--- config.mk ---
export PLATFORM = sky130hd
export DESIGN_NAME = seq_alu
export DESIGN_NICKNAME = d
export VERILOG_FILES = /design/src/rtl/cpu_types_pkg.sv /design/src/rtl/seq_alu_muldiv_iter.sv /design/src/rtl/seq_alu.sv
export SDC_FILE = /design/constraint.sdc
export NUM_CORES = 1
export LEC_CHECK = 0
export ABC_AREA = 1
export BUFFER_PORTS_ARGS = -buffer_cell sky130_fd_sc_hd__buf_4
export CAP_MARGIN = 0
export CORE_MARGIN = 2
export CORE_UTILIZATION = 40
export DETAILED_ROUTE_END_ITERATION = 10
export GPL_TIMING_DRIVEN = 0
export PLACE_DENSITY = 0.63
export REMOVE_ABC_BUFFERS = 1
export SKIP_LAST_GASP = 1
export SLEW_MARGIN = 20
export SYNTH_ARGS = -nofsm -noshare
export SYNTH_HDL_FRONTEND = slang
export SYNTH_SLANG_ARGS = --single-unit
--- constraint.sdc ---
create_clock -name CLK -period 13.58 [get_ports CLK]
set_input_delay 0 -clock CLK [delete_from_list [all_inputs] [get_ports CLK]]
set_output_delay 0 -clock CLK [all_outputs]
set_load 0.005 [all_outputs]
--- src/rtl/cpu_types_pkg.sv ---
// rtl/cpu_types_pkg.sv - shared op encoding and constants for the sequential ALU
package cpu_types_pkg;

  typedef enum logic [3:0] {
    OP_ADD  = 4'd0,
    OP_SUB  = 4'd1,
    OP_AND  = 4'd2,
    OP_OR   = 4'd3,
    OP_XOR  = 4'd4,
    OP_NOR  = 4'd5,
    OP_SLT  = 4'd6,
    OP_SLTU = 4'd7,
    OP_SLL  = 4'd8,
    OP_SRL  = 4'd9,
    OP_SRA  = 4'd10,
    OP_LUI  = 4'd11,
    OP_MUL  = 4'd12,
    OP_MULU = 4'd13,
    OP_DIV  = 4'd14,
    OP_DIVU = 4'd15
  } seqaluop_t;

  // Iteration steps of the multiply/divide datapath at the default 32-bit width.
  localparam int SEQ_ALU_MD_CYCLES = 32;

endpackage

--- src/rtl/seq_alu_muldiv_iter.sv ---
// rtl/seq_alu_muldiv_iter.sv - iterative shift-add multiply / restoring divide on magnitudes
// Divider datapath only present when SEQ_ALU_DIV_EN is defined.
module seq_alu_muldiv_iter import cpu_types_pkg::*; #(
  parameter int WIDTH = 32
) (
  input  logic             clk,
  input  logic             rst,
  input  logic             start,
  input  seqaluop_t        op,
  input  logic [WIDTH-1:0] a,
  input  logic [WIDTH-1:0] b,
  output logic             last,
  output logic [WIDTH-1:0] res_lo,
  output logic [WIDTH-1:0] res_hi,
  output logic             res_ovf,
  output logic             res_dz
);
  localparam int CW = $clog2(WIDTH);

  logic             busy;
  logic [CW-1:0]    count;
  logic [WIDTH-1:0] hi, lo, mb;
  logic             signed_q, neg_q;
  logic             is_signed, a_neg, b_neg;
  logic [WIDTH-1:0] ma_c, mb_c;
  logic [WIDTH:0]   madd;
  logic [WIDTH-1:0] hi_n, lo_n;
  logic [2*WIDTH-1:0] prod, prod_s;

`ifdef SEQ_ALU_DIV_EN
  logic             is_div, div_q, neg_r, dz_q, minovf_q;
  logic [WIDTH-1:0] a_raw;
  logic [WIDTH:0]   dshift, dsub;
  assign is_div    = (op == OP_DIV) || (op == OP_DIVU);
  assign is_signed = (op == OP_MUL) || (op == OP_DIV);
`else
  assign is_signed = (op == OP_MUL);
`endif

  assign a_neg = is_signed & a[WIDTH-1];
  assign b_neg = is_signed & b[WIDTH-1];
  assign ma_c  = a_neg ? -a : a;
  assign mb_c  = b_neg ? -b : b;
  assign last  = busy && (count == CW'(WIDTH-1));

  // hi holds the partial product / remainder, lo the multiplier / quotient bits.
  always_comb begin
    madd = {1'b0, hi} + (lo[0] ? {1'b0, mb} : {(WIDTH+1){1'b0}});
    hi_n = madd[WIDTH:1];
    lo_n = {madd[0], lo[WIDTH-1:1]};
`ifdef SEQ_ALU_DIV_EN
    dshift = {hi, lo[WIDTH-1]};
    dsub   = dshift - {1'b0, mb};
    if (div_q) begin
      if (!dsub[WIDTH]) begin
        hi_n = dsub[WIDTH-1:0];
        lo_n = {lo[WIDTH-2:0], 1'b1};
      end else begin
        hi_n = dshift[WIDTH-1:0];
        lo_n = {lo[WIDTH-2:0], 1'b0};
      end
    end
`endif
  end

  always_comb begin
    prod    = {hi_n, lo_n};
    prod_s  = neg_q ? -prod : prod;
    res_lo  = prod_s[WIDTH-1:0];
    res_hi  = prod_s[2*WIDTH-1:WIDTH];
    res_ovf = signed_q ? (res_hi != {WIDTH{res_lo[WIDTH-1]}}) : (res_hi != '0);
    res_dz  = 1'b0;
`ifdef SEQ_ALU_DIV_EN
    if (div_q) begin
      res_lo  = neg_q ? -lo_n : lo_n;
      res_hi  = neg_r ? -hi_n : hi_n;
      res_ovf = minovf_q;
      res_dz  = dz_q;
      if (dz_q) begin
        res_lo = '1;
        res_hi = a_raw;
      end
    end
`endif
  end

  always_ff @(posedge clk) begin
    if (rst) begin
      busy  <= 1'b0;
      count <= '0;
    end else if (start) begin
      busy     <= 1'b1;
      count    <= '0;
      hi       <= '0;
      lo       <= ma_c;
      mb       <= mb_c;
      signed_q <= is_signed;
      neg_q    <= a_neg ^ b_neg;
`ifdef SEQ_ALU_DIV_EN
      div_q    <= is_div;
      neg_r    <= a_neg;
      dz_q     <= is_div && (b == '0);
      minovf_q <= is_signed && is_div && (a == {1'b1, {(WIDTH-1){1'b0}}}) && (b == '1);
      a_raw    <= a;
`endif
    end else if (busy) begin
      hi    <= hi_n;
      lo    <= lo_n;
      count <= count + CW'(1);
      if (last) busy <= 1'b0;
    end
  end

endmodule

--- src/rtl/seq_alu.sv ---
// rtl/seq_alu.sv - multi-cycle execute-stage ALU with valid/ready request and registered results
// SEQ_ALU_DIV_EN builds the iterative divider; otherwise DIV/DIVU complete at once flagged overflow.
module seq_alu import cpu_types_pkg::*; #(
  parameter int WIDTH = 32,
  parameter int SHW   = $clog2(WIDTH)
) (
  input  logic             CLK,
  input  logic             RST,
  input  logic             req_valid,
  output logic             req_ready,
  input  logic [3:0]       aluop,
  input  logic [WIDTH-1:0] port_a,
  input  logic [WIDTH-1:0] port_b,
  output logic             resp_valid,
  output logic [WIDTH-1:0] out,
  output logic [WIDTH-1:0] out_hi,
  output logic             negative,
  output logic             overflow,
  output logic             zero,
  output logic             div_zero
);
  typedef enum logic [1:0] {S_IDLE, S_MUL, S_DIV} state_t;

  state_t           state;
  logic             ready_q;
  seqaluop_t        op;
  logic             accept, is_mul, is_md;
  logic [SHW-1:0]   sh;
  logic [WIDTH-1:0] sc_out;
  logic             sc_ovf;
  logic             md_last, md_ovf, md_dz;
  logic [WIDTH-1:0] md_lo, md_hi;

  assign op        = seqaluop_t'(aluop);
  assign req_ready = ready_q & ~RST;
  assign accept    = req_valid & req_ready;
  assign sh        = port_b[SHW-1:0];
  assign is_mul    = (op == OP_MUL) || (op == OP_MULU);
`ifdef SEQ_ALU_DIV_EN
  assign is_md     = is_mul || (op == OP_DIV) || (op == OP_DIVU);
`else
  assign is_md     = is_mul;
`endif

  seq_alu_muldiv_iter #(.WIDTH(WIDTH)) u_muldiv (
    .clk     (CLK),
    .rst     (RST),
    .start   (accept && is_md),
    .op      (op),
    .a       (port_a),
    .b       (port_b),
    .last    (md_last),
    .res_lo  (md_lo),
    .res_hi  (md_hi),
    .res_ovf (md_ovf),
    .res_dz  (md_dz)
  );

  always_comb begin
    sc_out = '0;
    sc_ovf = 1'b0;
    case (op)
      OP_ADD: begin
        sc_out = port_a + port_b;
        sc_ovf = (port_a[WIDTH-1] == port_b[WIDTH-1]) && (sc_out[WIDTH-1] != port_a[WIDTH-1]);
      end
      OP_SUB: begin
        sc_out = port_a - port_b;
        sc_ovf = (port_a[WIDTH-1] != port_b[WIDTH-1]) && (sc_out[WIDTH-1] != port_a[WIDTH-1]);
      end
      OP_AND:  sc_out = port_a & port_b;
      OP_OR:   sc_out = port_a | port_b;
      OP_XOR:  sc_out = port_a ^ port_b;
      OP_NOR:  sc_out = ~(port_a | port_b);
      OP_SLT:  sc_out = {{(WIDTH-1){1'b0}}, $signed(port_a) < $signed(port_b)};
      OP_SLTU: sc_out = {{(WIDTH-1){1'b0}}, port_a < port_b};
      OP_SLL:  sc_out = port_a << sh;
      OP_SRL:  sc_out = port_a >> sh;
      OP_SRA:  sc_out = $unsigned($signed(port_a) >>> sh);
      OP_LUI:  sc_out = port_b << (WIDTH/2);
`ifndef SEQ_ALU_DIV_EN
      // No divider: result stays zero and overflow marks the op as unimplemented.
      OP_DIV, OP_DIVU: sc_ovf = 1'b1;
`endif
      default: ;
    endcase
  end

  always_ff @(posedge CLK) begin
    if (RST) begin
      state      <= S_IDLE;
      ready_q    <= 1'b1;
      resp_valid <= 1'b0;
      out        <= '0;
      out_hi     <= '0;
      negative   <= 1'b0;
      overflow   <= 1'b0;
      zero       <= 1'b0;
      div_zero   <= 1'b0;
    end else begin
      resp_valid <= 1'b0;
      case (state)
        S_IDLE: begin
          if (accept && is_md) begin
            state   <= is_mul ? S_MUL : S_DIV;
            ready_q <= 1'b0;
          end else if (accept) begin
            resp_valid <= 1'b1;
            out        <= sc_out;
            out_hi     <= '0;
            negative   <= sc_out[WIDTH-1];
            overflow   <= sc_ovf;
            zero       <= (sc_out == '0);
            div_zero   <= 1'b0;
          end
        end
        default: begin
          if (md_last) begin
            state      <= S_IDLE;
            ready_q    <= 1'b1;
            resp_valid <= 1'b1;
            out        <= md_lo;
            out_hi     <= md_hi;
            negative   <= md_lo[WIDTH-1];
            overflow   <= md_ovf;
            zero       <= (md_lo == '0);
            div_zero   <= md_dz;
          end
        end
      endcase
    end
  end

endmodule

# ---- Word-level counts from Yosys, hierarchy flattened
# Index checks and enable logic that the tools add are counted.
dict set report op_classes {
  shifts 3
  bitwise_logic 10
  n_eq_ne 24
  mux 48
  n_reduce_logical 18
  multipliers 0
  addsub 7
  magnitude_cmp 2
  div 0
}
# cell count
set ops {}
lappend ops {{$mux W32} 14}
lappend ops {{$pmux W32 S12} 1}
lappend ops {{$logic_not A32 Y1} 2}
lappend ops {{$lt A32 B32 Y1} 2}
lappend ops {{$mux W64} 1}
lappend ops {{$neg A32 Y32} 2}
lappend ops {{$neg A64 Y64} 1}
lappend ops {{$add A32 B33 Y33} 1}
lappend ops {{$add A32 B32 Y32} 1}
lappend ops {{$and A32 B32 Y32} 1}
lappend ops {{$eq A4 B4 Y1 const B} 8}
lappend ops {{$ne A32 B32 Y1} 1}
lappend ops {{$not A32 Y32} 1}
lappend ops {{$or A32 B32 Y32} 1}
lappend ops {{$reduce_bool A32 Y1} 1}
lappend ops {{$shl A32 B5 Y32} 1}
lappend ops {{$shr A32 B5 Y32} 1}
lappend ops {{$sshr A32 B5 Y32} 1}
lappend ops {{$sub A32 B32 Y32} 1}
lappend ops {{$xor A32 B32 Y32} 1}
lappend ops {{$mux W1} 27}
lappend ops {{$eq A4 B3 Y1 const B} 4}
lappend ops {{$eq A4 B2 Y1 const B} 2}
lappend ops {{$mux W2} 4}
lappend ops {{other kinds (19)} 32}
dict set report totals {
  regBits 176
  rom_bits 0
  ram_bits 0
  elab_cells 128
  mem_count 0
  input_bits 71
  latchBits 0
}

# ---- Longest topological paths before layout
# Gate-level depths: netlist of the first run.
dict set report depth {
  ltp_word 8
  depth_mapped 31
}

# ---- Modules after synthesis
# From an unflattened synthesis of the first run, not the netlist that was laid out.
dict set report hier_totals {
  cells_unflattened 4313
  area_unflattened_um2 24209.5
}
# mod cells_per_inst seq_area_each_um2 area_each_um2 instances
set by_module_without_submodules {}
lappend by_module_without_submodules {seq_alu 2567 1421.4 13421.6 1}
lappend by_module_without_submodules {seq_alu_muldiv_iter 1746 3062.9 10787.8 1}

# ---- Worst setup path after synthesis of the first run
# Ideal clock, no wire load.
dict set report synth_path {
  path_type {register -> register}
  start {register ready_q}
  end {register u_muldiv.hi[0] (enable)}
  arrival_ps 4077
  required_time_ps 13071
  period_less_slack_ps 4585
  path_stages_with_launch 7
  setup_slack_ps 8995
  setup_ps 509
  path_cell_list {dfxtp_1 -> inv_1 -> nor2_1 -> nand2_1 -> nor2_1 -> clkinv_1 -> a21oi_1}
}
dict set report synth_via {
  elab_chain_cells 5
}
# element line_no
set synth_lines {}
lappend synth_lines {{start, declared} seq_alu.sv:25} ;# logic ready_q;
lappend synth_lines {{start signal, assigned} seq_alu.sv:92} ;# ready_q <= 1'b1;
lappend synth_lines {{start signal, assigned} seq_alu.sv:106} ;# ready_q <= 1'b0;
lappend synth_lines {{start signal, assigned} seq_alu.sv:120} ;# ready_q <= 1'b1;
lappend synth_lines {{$and A1 B1 Y1} seq_alu.sv:35} ;# assign req_ready = ready_q & ~RST;
lappend synth_lines {{via req_ready} seq_alu.sv:10} ;# output logic req_ready,
lappend synth_lines {{$and A1 B1 Y1} seq_alu.sv:36} ;# assign accept = req_valid & req_ready;
lappend synth_lines {{$logic_and A1 B1 Y1} seq_alu.sv:48} ;# .start (accept && is_md),
lappend synth_lines {{$reduce_bool A2 Y1 (no line)} n/a}
lappend synth_lines {{$reduce_and A2 Y1 (no line)} n/a}
lappend synth_lines {{end signal, assigned} seq_alu_muldiv_iter.sv:107} ;# hi <= hi_n;
lappend synth_lines {{end, declared} seq_alu_muldiv_iter.sv:22} ;# logic [WIDTH-1:0] hi, lo, mb;
# The timed path passes the listed nets, and every way through them passes these cells.
# A chain may end at the register's enable or synchronous reset.

# ---- Worst setup path in the final report of the first run
dict set report layout_path {
  start {input port_b[2]}
  end {register zero}
}
dict set report layout_via {
  elab_chain_cells 7
}
# element line_no
set layout_lines {}
lappend layout_lines {{start, declared} seq_alu.sv:13} ;# input logic [WIDTH-1:0] port_b,
lappend layout_lines {{branches (longest 2 deep; another with $sub A32 B32 Y32)} n/a}
lappend layout_lines {{$pmux W32 S12 (*)} seq_alu.sv:62} ;# case (op)
lappend layout_lines {{$logic_not A32 Y1 (*)} seq_alu.sv:113} ;# zero <= (sc_out == '0);
lappend layout_lines {{$mux W1 (*)} seq_alu.sv:107} ;# end else if (accept) begin
lappend layout_lines {{$mux W1 (*)} seq_alu.sv:104} ;# if (accept && is_md) begin
lappend layout_lines {{$mux W1 (*)} seq_alu.sv:102} ;# case (state)
lappend layout_lines {{end signal, assigned} seq_alu.sv:113}
lappend layout_lines {{end signal, assigned} seq_alu.sv:126} ;# zero <= (md_lo == '0);
lappend layout_lines {{end, declared} seq_alu.sv:19} ;# output logic zero,
# Every way passes the cells marked *. The select of a mux whose other input is x is not followed.

==> key figures, run 1 <==
Pwr
  • Logic pwr share: 0.359
  • NetSw: 0.0006858 W
  • Internal portion of total power: 0.0009797 W
  • Power Dens Cells: 66.80 nW/um2
  • Peak supply drop: 92.58 uV
  • Switching part of the total: 0.4118
  • Pleak: 11.73 nW
  • Clock share of power: 0.298
  • Sequential Power Share: 0.343

Worst hold path
  • Number of cells on the worst hold path: 3
  • Hold Crit Class: in -> reg

Die
  • Overall die area: 57,900 um2
  • Placeable core region: 55,200 um2
  • Initial core utilization: 0.4057
  • Placement Rows: 86
  • Top Ports: 141
  • Width of the chip: 240.6 um
  • Die height: 240.6 um

Synthesis
  • Cell types with the largest area share after synthesis: sky130_fd_sc_hd__nand2_1 19%, sky130_fd_sc_hd__edfxtp_1 13%, sky130_fd_sc_hd__ha_1 7.5%
  • Number of register bits inferred by synthesis: 174
  • Proportion of register bits with asynchronous set or reset after synthesis: 0
  • Area fraction of the dominant cell type after synthesis: 0.1855
  • Number of distinct standard cells referenced by the synthesized netlist: 66
  • EDFF count, synth: 98
  • Post-synthesis sequential area ratio: 0.1993
  • Number of warnings printed during yosys synthesis: 0
  • Synthesized instance count: 3,806
  • Post-synthesis cell area: 22,400 um2
  • Most used flip-flop cell after synthesis: sky130_fd_sc_hd__edfxtp_1
  • Post-synth top area cell: sky130_fd_sc_hd__nand2_1
  • Post-Syn Area per Cell: 5.884 um2

STA
  • Post-route worst hold slack: 0.03607 ns
  • Post-route clock period utilization: 0.3364
  • Worst setup skew after layout: 0.02261 ns
  • Slew @ Worst Pin: 1.153 ns
  • Max Transition Viols Final: 0
  • Slew margin rel.: 0.2316
  • Setup-violating endpoint count in the final report: 0
  • Post-layout minimum cycle time: 4.568 ns
  • Maximum clock frequency: 0.2189 GHz
  • RSZ-0062 raised after global routing: no
  • Hold Fails Final Rpt: 0
  • Post-route setup TNS: 0 ns

Layout
  • Net total in the final layout: 4,061
  • Share of layout cells above drive strength 1: 0.08432
  • Layout fillers: 6,106
  • Most common cell after layout, fill and taps aside: sky130_fd_sc_hd__nand2_1
  • Synth-to-Final Area Change: 11.32%
  • Commonest non-fill, non-tap cells in the layout: 1,107 x sky130_fd_sc_hd__nand2_1, 430 x sky130_fd_sc_hd__inv_1, 392 x sky130_fd_sc_hd__nor2_1
  • Antenna cell count: 0

Setup path
  • Crit path depth: 19
  • CP endpoint kind: flip-flop
  • Slowest CP cell: sky130_fd_sc_hd__nor3_1
  • Delay of the slowest cell on the worst path: 0.84 ns
  • Required @ worst endpoint: 13.93 ns
  • Number of cells traversed by the worst register-to-register path: 27
  • Crit path max-delay family: simple AND/OR/NAND/NOR gates
  • Data arrival time of the critical path: 4.92 ns
  • Buf/Inv on CP: 3
  • Max Fanout on Critical Path: 69
  • Critical Path Source Type: input port
  • Path type of the worst setup path: in -> reg
  • Critical path cell sequence: buf_4 > inv_2 > ha_1 > inv_2 > nand3_1 > nand2_1 > nand3_1 > nand2_1 > a21o_1 > nand4_1 > nand2_1 > nor3_1 > nor2_1 > nand3_1 > nor2_1 > nand2_1 > nor2_1 > nand3_1 > a21oi_1

Global route
  • Number of antenna violations at the first check in global routing: 1
  • Vias in the first global route: 24,810
  • Remaining global-route overflow: 0
  • Maximum number of pins on one net before global-route repair: 80
  • First-pass GRT wire length: 151,600 um
  • All-Layer GR Usage: 0.3536

Placement
  • HPWL reported at the end of detailed placement: 84,790 um
  • Number of I/O port buffers: 139
  • Gp weighted congestion: 1.006

Clock network
  • Skew-Pair Late Insertion Delay: 0.48 ns
  • TritonCTS Sinks: 174
  • CTS resizes: 0
  • Register clock-pin slew on the reported worst setup and hold paths: 0.08 ns
  • CTS H-Tree Depth: 4
  • CTS Buf Count: 17
  • TritonCTS clock tree: done
  • Clk root buf: sky130_fd_sc_hd__clkbuf_16
  • Hold-fix buffer count after cts: 20
  • Setup bufs post-CTS: 0
  • Clock tree buffer depth: 2

Outcome
  • Outcome: complete, no violations

Route
  • Number of DRC violations after detailed-routing iteration 0: 2,525
  • DRC violations left: 0
  • DRT antenna net count: 0
  • WL per Instance: 22.45 um
  • Via count: 26,230
  • Avg Vias per Cell: 5.684
  • Total wire length after detailed routing: 103,600 um
  • First drt pass iteration count: 6

Run
  • Number of max-capacitance violations reported: 0
==> synth_stat cells (18+ instances only) <==
| cell | count |
|---|---|
| sky130_fd_sc_hd__dfxtp_1 | 76 |
| sky130_fd_sc_hd__nor3_1 | 45 |
| sky130_fd_sc_hd__nand3_1 | 260 |
| sky130_fd_sc_hd__nor2_1 | 399 |
| sky130_fd_sc_hd__clkbuf_1 | 91 |
| sky130_fd_sc_hd__xor2_1 | 92 |
| sky130_fd_sc_hd__inv_1 | 434 |
| sky130_fd_sc_hd__nor2_2 | 22 |
| sky130_fd_sc_hd__nand2_2 | 40 |
| sky130_fd_sc_hd__edfxtp_1 | 98 |
| sky130_fd_sc_hd__nand4_1 | 38 |
| sky130_fd_sc_hd__inv_2 | 23 |
| sky130_fd_sc_hd__o21a_1 | 18 |
| sky130_fd_sc_hd__buf_2 | 39 |
| sky130_fd_sc_hd__o22ai_1 | 27 |
| sky130_fd_sc_hd__a21oi_1 | 304 |
| sky130_fd_sc_hd__o21ai_1 | 19 |
| sky130_fd_sc_hd__ha_1 | 134 |
| sky130_fd_sc_hd__o21ai_0 | 280 |
| sky130_fd_sc_hd__o211ai_1 | 51 |
| sky130_fd_sc_hd__nand2_1 | 1107 |
==> cell families after synthesis <==
| kind of cell | share of synthesized area |
|---|---|
| and+or+nand+nor | 0.3714 |
| xor gates and xnor gates | 0.03754 |
| other | 0.0001674 |
| buffers and inverters | 0.1071 |
| AOI/OAI and AO/OA | 0.2015 |
| muxes | 0.005364 |
| adders and majority gates | 0.07755 |
| DFF | 0.1993 |
==> through the flow <==
stage | cells | cell area (um2) | worst slack [ns] | util | power (W)
6_report | 4614 | 24930 | 9.012 | 0.4516 | 0.001665
5_1_grt | 4614 | 24930 | 8.695 | 0.4516 | 0.001734
4_1_cts | 4613 | 24920 | 8.839 | 0.4514 | 0.001649
3_5_place_dp | 4561 | 24130 | 8.799 | 0.4372 | 0.001153
3_3_place_gp | 4543 | 23720 | -1.690 | 0.4297 | 0.001151
2_1_floorplan | 3656 | 21740 | 3.881 | - | 0.0009131
==> flip-flops by register name, indices dropped and copies added, names as in the netlist <==
register,flops
u_muldiv.count,5
zero,1
u_muldiv.mb,32
u_muldiv.hi,32
u_muldiv.busy,1
resp_valid,1
overflow,1
out_hi,32
ready_q,1
out,32
u_muldiv.signed_q,1
u_muldiv.lo,32
u_muldiv.neg_q,1
state,2
==> worst register-to-register path, stage by stage (launching register included) <==
cell and delay, ns:
sky130_fd_sc_hd__edfxtp_1 0.55, sky130_fd_sc_hd__buf_8 0.24, sky130_fd_sc_hd__nand2_1 0.07, sky130_fd_sc_hd__inv_1 0.04
sky130_fd_sc_hd__ha_1 0.22, sky130_fd_sc_hd__fa_1 0.47, sky130_fd_sc_hd__nor2_1 0.13, sky130_fd_sc_hd__nor2_1 0.08
sky130_fd_sc_hd__nor2_1 0.28, sky130_fd_sc_hd__nand2_1 0.12, sky130_fd_sc_hd__nor2_1 0.26, sky130_fd_sc_hd__inv_1 0.16
sky130_fd_sc_hd__nand2_1 0.13, sky130_fd_sc_hd__nand2_1 0.06, sky130_fd_sc_hd__nand2_1 0.05, sky130_fd_sc_hd__nand2_1 0.09
sky130_fd_sc_hd__inv_1 0.08, sky130_fd_sc_hd__nand2_1 0.05, sky130_fd_sc_hd__o21ai_0 0.14, sky130_fd_sc_hd__nand2_1 0.14
sky130_fd_sc_hd__nor2_1 0.22, sky130_fd_sc_hd__nand2_1 0.10, sky130_fd_sc_hd__nor2_1 0.21, sky130_fd_sc_hd__nand3_1 0.09
sky130_fd_sc_hd__nor2_1 0.09, sky130_fd_sc_hd__nand2_1 0.10, sky130_fd_sc_hd__nand2_1 0.12, sky130_fd_sc_hd__a21oi_2 0.06
==> metal layers <==
| layer | up-vias | part of all wire | GRT usage |
|---|---|---|---|
| met4 | 2 | 0.070 | 0.2255 |
| met3 | 276 | 0.066 | 0.03877 |
| met1 | 12150 | 0.40 | 0.4280 |
| li1 | 12670 | - | - |
| met5 | - | 0.00013 | 0 |
| met2 | 1131 | 0.47 | 0.5985 |
==> layout make-up <==
| type | count | area, um2 | share of cell area |
|---|---|---|---|
| tap | 748 | 935.9 | 0.03754 |
| timing repair buffer | 178 | 1605 | 0.06439 |
| clock buffer | 18 | 439.2 | 0.01762 |
| sequential | 174 | 4464 | 0.1791 |
| inverter | 464 | 1748 | 0.07011 |
| multi-input combinational | 3018 | 15590 | 0.6255 |
| clock inverter | 14 | 143.9 | 0.005772 |
==> path summary, 6_finish.rpt <==
kind | from | endpoint | slack (ns)
setup reg to reg | u_muldiv.lo[0] | overflow | 9.13
setup / recovery | port_b[2] | zero | 9.01
hold reg to reg | out_hi[10] | out_hi[10] | 0.46
hold / removal | port_a[19] | u_muldiv.lo[19] | 0.04
==> power groups by stage <==
stage	Combinational [W]	Clock (W)	Sequential [W]
floorplan	0.000330	0	0.000583
global placement	0.000567	0	0.000585
finish	0.000599	0.000496	0.000571
CTS	0.000577	0.000501	0.000571
detailed placement	0.000570	0	0.000583
global route	0.000642	0.000520	0.000572
No activity file was read; power rests on OpenSTA's default activity.
==> inputs of run 2 (changes only) <==
ABC_AREA = 0   (was 1)
PLACE_DENSITY = 0.64   (was 0.63)
clock period = 4.4 ns   (was 13.58 ns; I/O delays follow)
==> key figures, run 2 <==
Setup path
  • Delay of the slowest cell on the worst path: 0.59 ns (-0.25 ns)
  • Slowest CP cell: sky130_fd_sc_hd__or4b_4
  • CP endpoint kind: flip-flop
  • Start point of the critical path: u_muldiv.lo[0]
  • Cell with the most instances on the worst path: sky130_fd_sc_hd__a211oi_2
  • Path type of the worst setup path: reg -> reg
  • Critical path cell sequence: buf_6 > and2_1 > ha_1 > a211oi_2 > or4b_1 > nand3_2 > nand4bb_4 > or3_4 > o31ai_4 > xnor2_2 > or4_4 > or4b_4 > a221oi_2 > nand3_1 > a211oi_2 > a31oi_1
  • Data arrival time of the critical path: 5.22 ns (+0.30 ns)
  • Max Fanout on Critical Path: 12 (-83%)
  • Startpoint of the lowest-slack register-to-register path: u_muldiv.lo[0]
  • Critical Path Source Type: flip-flop
  • Required @ worst endpoint: 4.74 ns (-9.19 ns)

Clock network
  • CTS Buf Count: 17 (unchanged)
  • Register clock-pin slew on the reported worst setup and hold paths: 0.08 ns (about the same)
  • Skew-Pair Late Insertion Delay: 0.46 ns (-0.02 ns)
  • CTS H-Tree Depth: 4 (unchanged)
  • TritonCTS Sinks: 174 (unchanged)
  • TritonCTS clock tree: done
  • Clock tree buffer depth: 2 (unchanged)
  • Clk root buf: sky130_fd_sc_hd__clkbuf_16

Synthesis
  • Most numerous cell types in the synthesized netlist: 307 x sky130_fd_sc_hd__nor2_1, 222 x sky130_fd_sc_hd__nand2_1, 207 x sky130_fd_sc_hd__a21oi_1
  • Synthesized instance count: 2,708 (-29%)
  • Number of warnings printed during yosys synthesis: 0 (unchanged)
  • Post-synthesis sequential area ratio: 0.2105 (+0.01111)
  • EDFF count, synth: 98 (unchanged)
  • Most used flip-flop cell after synthesis: sky130_fd_sc_hd__edfxtp_1
  • Post-synthesis cell area: 21,210 um2 (-5.3%)
  • Most repeated cell in the gate-level netlist after synthesis: sky130_fd_sc_hd__nor2_1
  • Post-Syn Area per Cell: 7.833 um2 (+33%)
  • Post-synth top area cell: sky130_fd_sc_hd__edfxtp_1
  • Number of distinct standard cells referenced by the synthesized netlist: 101 (+53%)
  • Number of register bits inferred by synthesis: 174 (unchanged)
  • Proportion of register bits with asynchronous set or reset after synthesis: 0 (unchanged)
  • Cell types with the largest area share after synthesis: sky130_fd_sc_hd__edfxtp_1 14%, sky130_fd_sc_hd__ha_1 7.9%, sky130_fd_sc_hd__dfxtp_1 7.2%
  • Area fraction of the dominant cell type after synthesis: 0.1387 (-0.04681)

STA
  • Slew @ Worst Pin: 1.142 ns (-0.01057 ns)
  • Max Transition Viols Final: 0 (unchanged)
  • RSZ-0062 raised after global routing: yes
  • Maximum clock frequency: 0.2051 GHz
  • Post-route clock period utilization: 1.108
  • Slew margin rel.: 0.2358 (+0.004231)
  • Hold Fails Final Rpt: 0 (unchanged)
  • Worst setup skew after layout: 0.01316 ns (-0.009455 ns)
  • Fin worst setup slack: -0.4757 ns (-9.488 ns)
  • Setup-violating endpoint count in the final report: 5 (+5)
  • Post-layout minimum cycle time: 4.876 ns

Layout
  • Antenna cell count: 0 (unchanged)
  • Synth-to-Final Area Change: 17.19%
  • Area of all placed cells without fillers: 24,860 um2 (-0.29%)
  • Layout fillers: 5,073 (-17%)
  • Net total in the final layout: 2,957 (-27%)
  • Final instance count without filler cells: 3,450 (-25%)
  • Post-Route Utilization: 0.4740 (+0.02237)
  • Share of layout cells above drive strength 1: 0.1886 (+0.1043)
  • Most common cell after layout, fill and taps aside: sky130_fd_sc_hd__nor2_1
  • Commonest non-fill, non-tap cells in the layout: 296 x sky130_fd_sc_hd__nor2_1, 220 x sky130_fd_sc_hd__nand2_1, 200 x sky130_fd_sc_hd__a21oi_1

Route
  • WL per Instance: 26.66 um (+19%)
  • Via count: 22,520 (-14%)
  • DRT antenna net count: 0 (unchanged)
  • DRC violations left: 0 (unchanged)
  • Total wire length after detailed routing: 91,970 um (-11%)
  • Avg Vias per Cell: 6.526 (+15%)
  • Number of DRC violations after detailed-routing iteration 0: 2,655 (+5.1%)
  • First drt pass iteration count: 6 (unchanged)

Global route
  • Peak-usage layer in the global routing report: met2
  • Fraction of met3 tracks used by global routing: 0.04669 (+0.007919)
  • Vias in the first global route: 21,480 (-13%)
  • Maximum number of pins on one net before global-route repair: 80 (unchanged)
  • GR Util met2: 0.5449 (-0.05357)
  • Remaining global-route overflow: 0 (unchanged)
  • Number of antenna violations at the first check in global routing: 1 (unchanged)
  • All-Layer GR Usage: 0.3267 (-0.02696)
  • First-pass GRT wire length: 135,100 um (-11%)
  • Met1 usage in global routing: 0.4063 (-0.02165)

Die
  • Width of the chip: 234.3 um (-2.6%)
  • Initial core utilization: 0.4045 (-0.001232)
  • Placeable core region: 52,450 um2 (-5.0%)
  • Top Ports: 141 (unchanged)
  • Die height: 234.3 um (-2.6%)
  • Overall die area: 54,890 um2 (-5.2%)
  • Placement Rows: 84 (-2.3%)

Pwr
  • Pleak: 9.349 nW (-20%)
  • Peak supply drop: 279.7 uV (+200%)
  • Power Dens Cells: 209.3 nW/um2 (+210%)

Placement
  • Place WS: -2.064 ns (-10.86 ns)
  • Gp weighted congestion: 1.019 (+1.3%)
  • Cell area reported after detailed placement: 22,880 um2 (-5.2%)
  • HPWL reported at the end of detailed placement: 69,720 um (-18%)
  • Placed cell count: 3,359 (-26%)
  • Number of I/O port buffers: 139 (unchanged)

Outcome
  • Outcome: finished, violations left
  • Failing checks: negative setup slack

Run
  • Number of max-capacitance violations reported: 0 (unchanged)

Worst hold path
  • Min-Delay Startpoint: port_b[30]
  • Hold Crit Class: in -> reg
## run 2: final timing paths
kind	to	slack (ns)	depth (start not counted)
min	u_muldiv.mb[30]	0.02	3
max reg2reg	overflow	-0.48	16
min reg2reg	out[6]	0.46	2
max	overflow	-0.48	16
## run 2: logic make-up after synthesis
kind of cell    count (synthesis)  synth area share
fa+ha+maj                     137           0.08187
compound gates                853            0.2741
other cells                     1         0.0001768
buf+inv                       327           0.06022
xor+xnor                      152           0.06311
flops                         174            0.2105
mux                           116           0.09331
simple gates                  948            0.2168
## run 2: layer usage
layer	routed length [um]	up-vias
li1	-	10190
met1	36690	10990
met2	43620	1103
met3	6459	224
met4	5193	2
met5	15	-
## run 2: critical path: cells and delay by family, from the launching register on
kind | cells | cell delay [ns]
compound gates | 5 | 1.29
flops | 1 | 0.38
simple gates | 8 | 2.49
xor+xnor | 1 | 0.12
buf+inv | 1 | 0.15
fa+ha+maj | 1 | 0.30
## run 2: timing repair
| item | 4_1_cts | 5_1_grt |
|---|---|---|
| buffers inserted | 24 | 21 |
| hold endpoints to repair | 13 | 0 |
| hold buffers | 13 | 0 |
| setup endpoints to repair | 35 | 17 |
| pin swaps | 27 | 35 |
| cloned | 0 | 1 |
| gates resized for setup | 93 | 80 |
## run 2: final cells by class
type                    instances  area, um2  share of cell area
multi-input cells            2208      16410              0.6601
flip-flops and latches        174       4464              0.1796
clock inverters                15      195.2            0.007852
clock buffers                  17      425.4             0.01711
inverters                     115      455.4             0.01832
well taps                     688      860.8             0.03463
repair buffers                233       2048             0.08239
## run 2: power by group
part           leakage (nW)  internal (W)  switching (W)
sequential             1.50       0.00174      0.0000229
combinational          7.54      0.000661        0.00116
clock                 0.301      0.000867       0.000749
## run 2: stage by stage
stage	power [W]	TNS, ns	hold WS, ns
floorplan	0.002785	-196.60	0.04491
global placement	0.003455	-772.26	0.3798
detailed placement	0.003491	-29.49	0.3750
CTS	0.005141	-0.9591	0.0001497
global route	0.005385	-2.310	0.01155
finish	0.005203	-1.053	0.02259
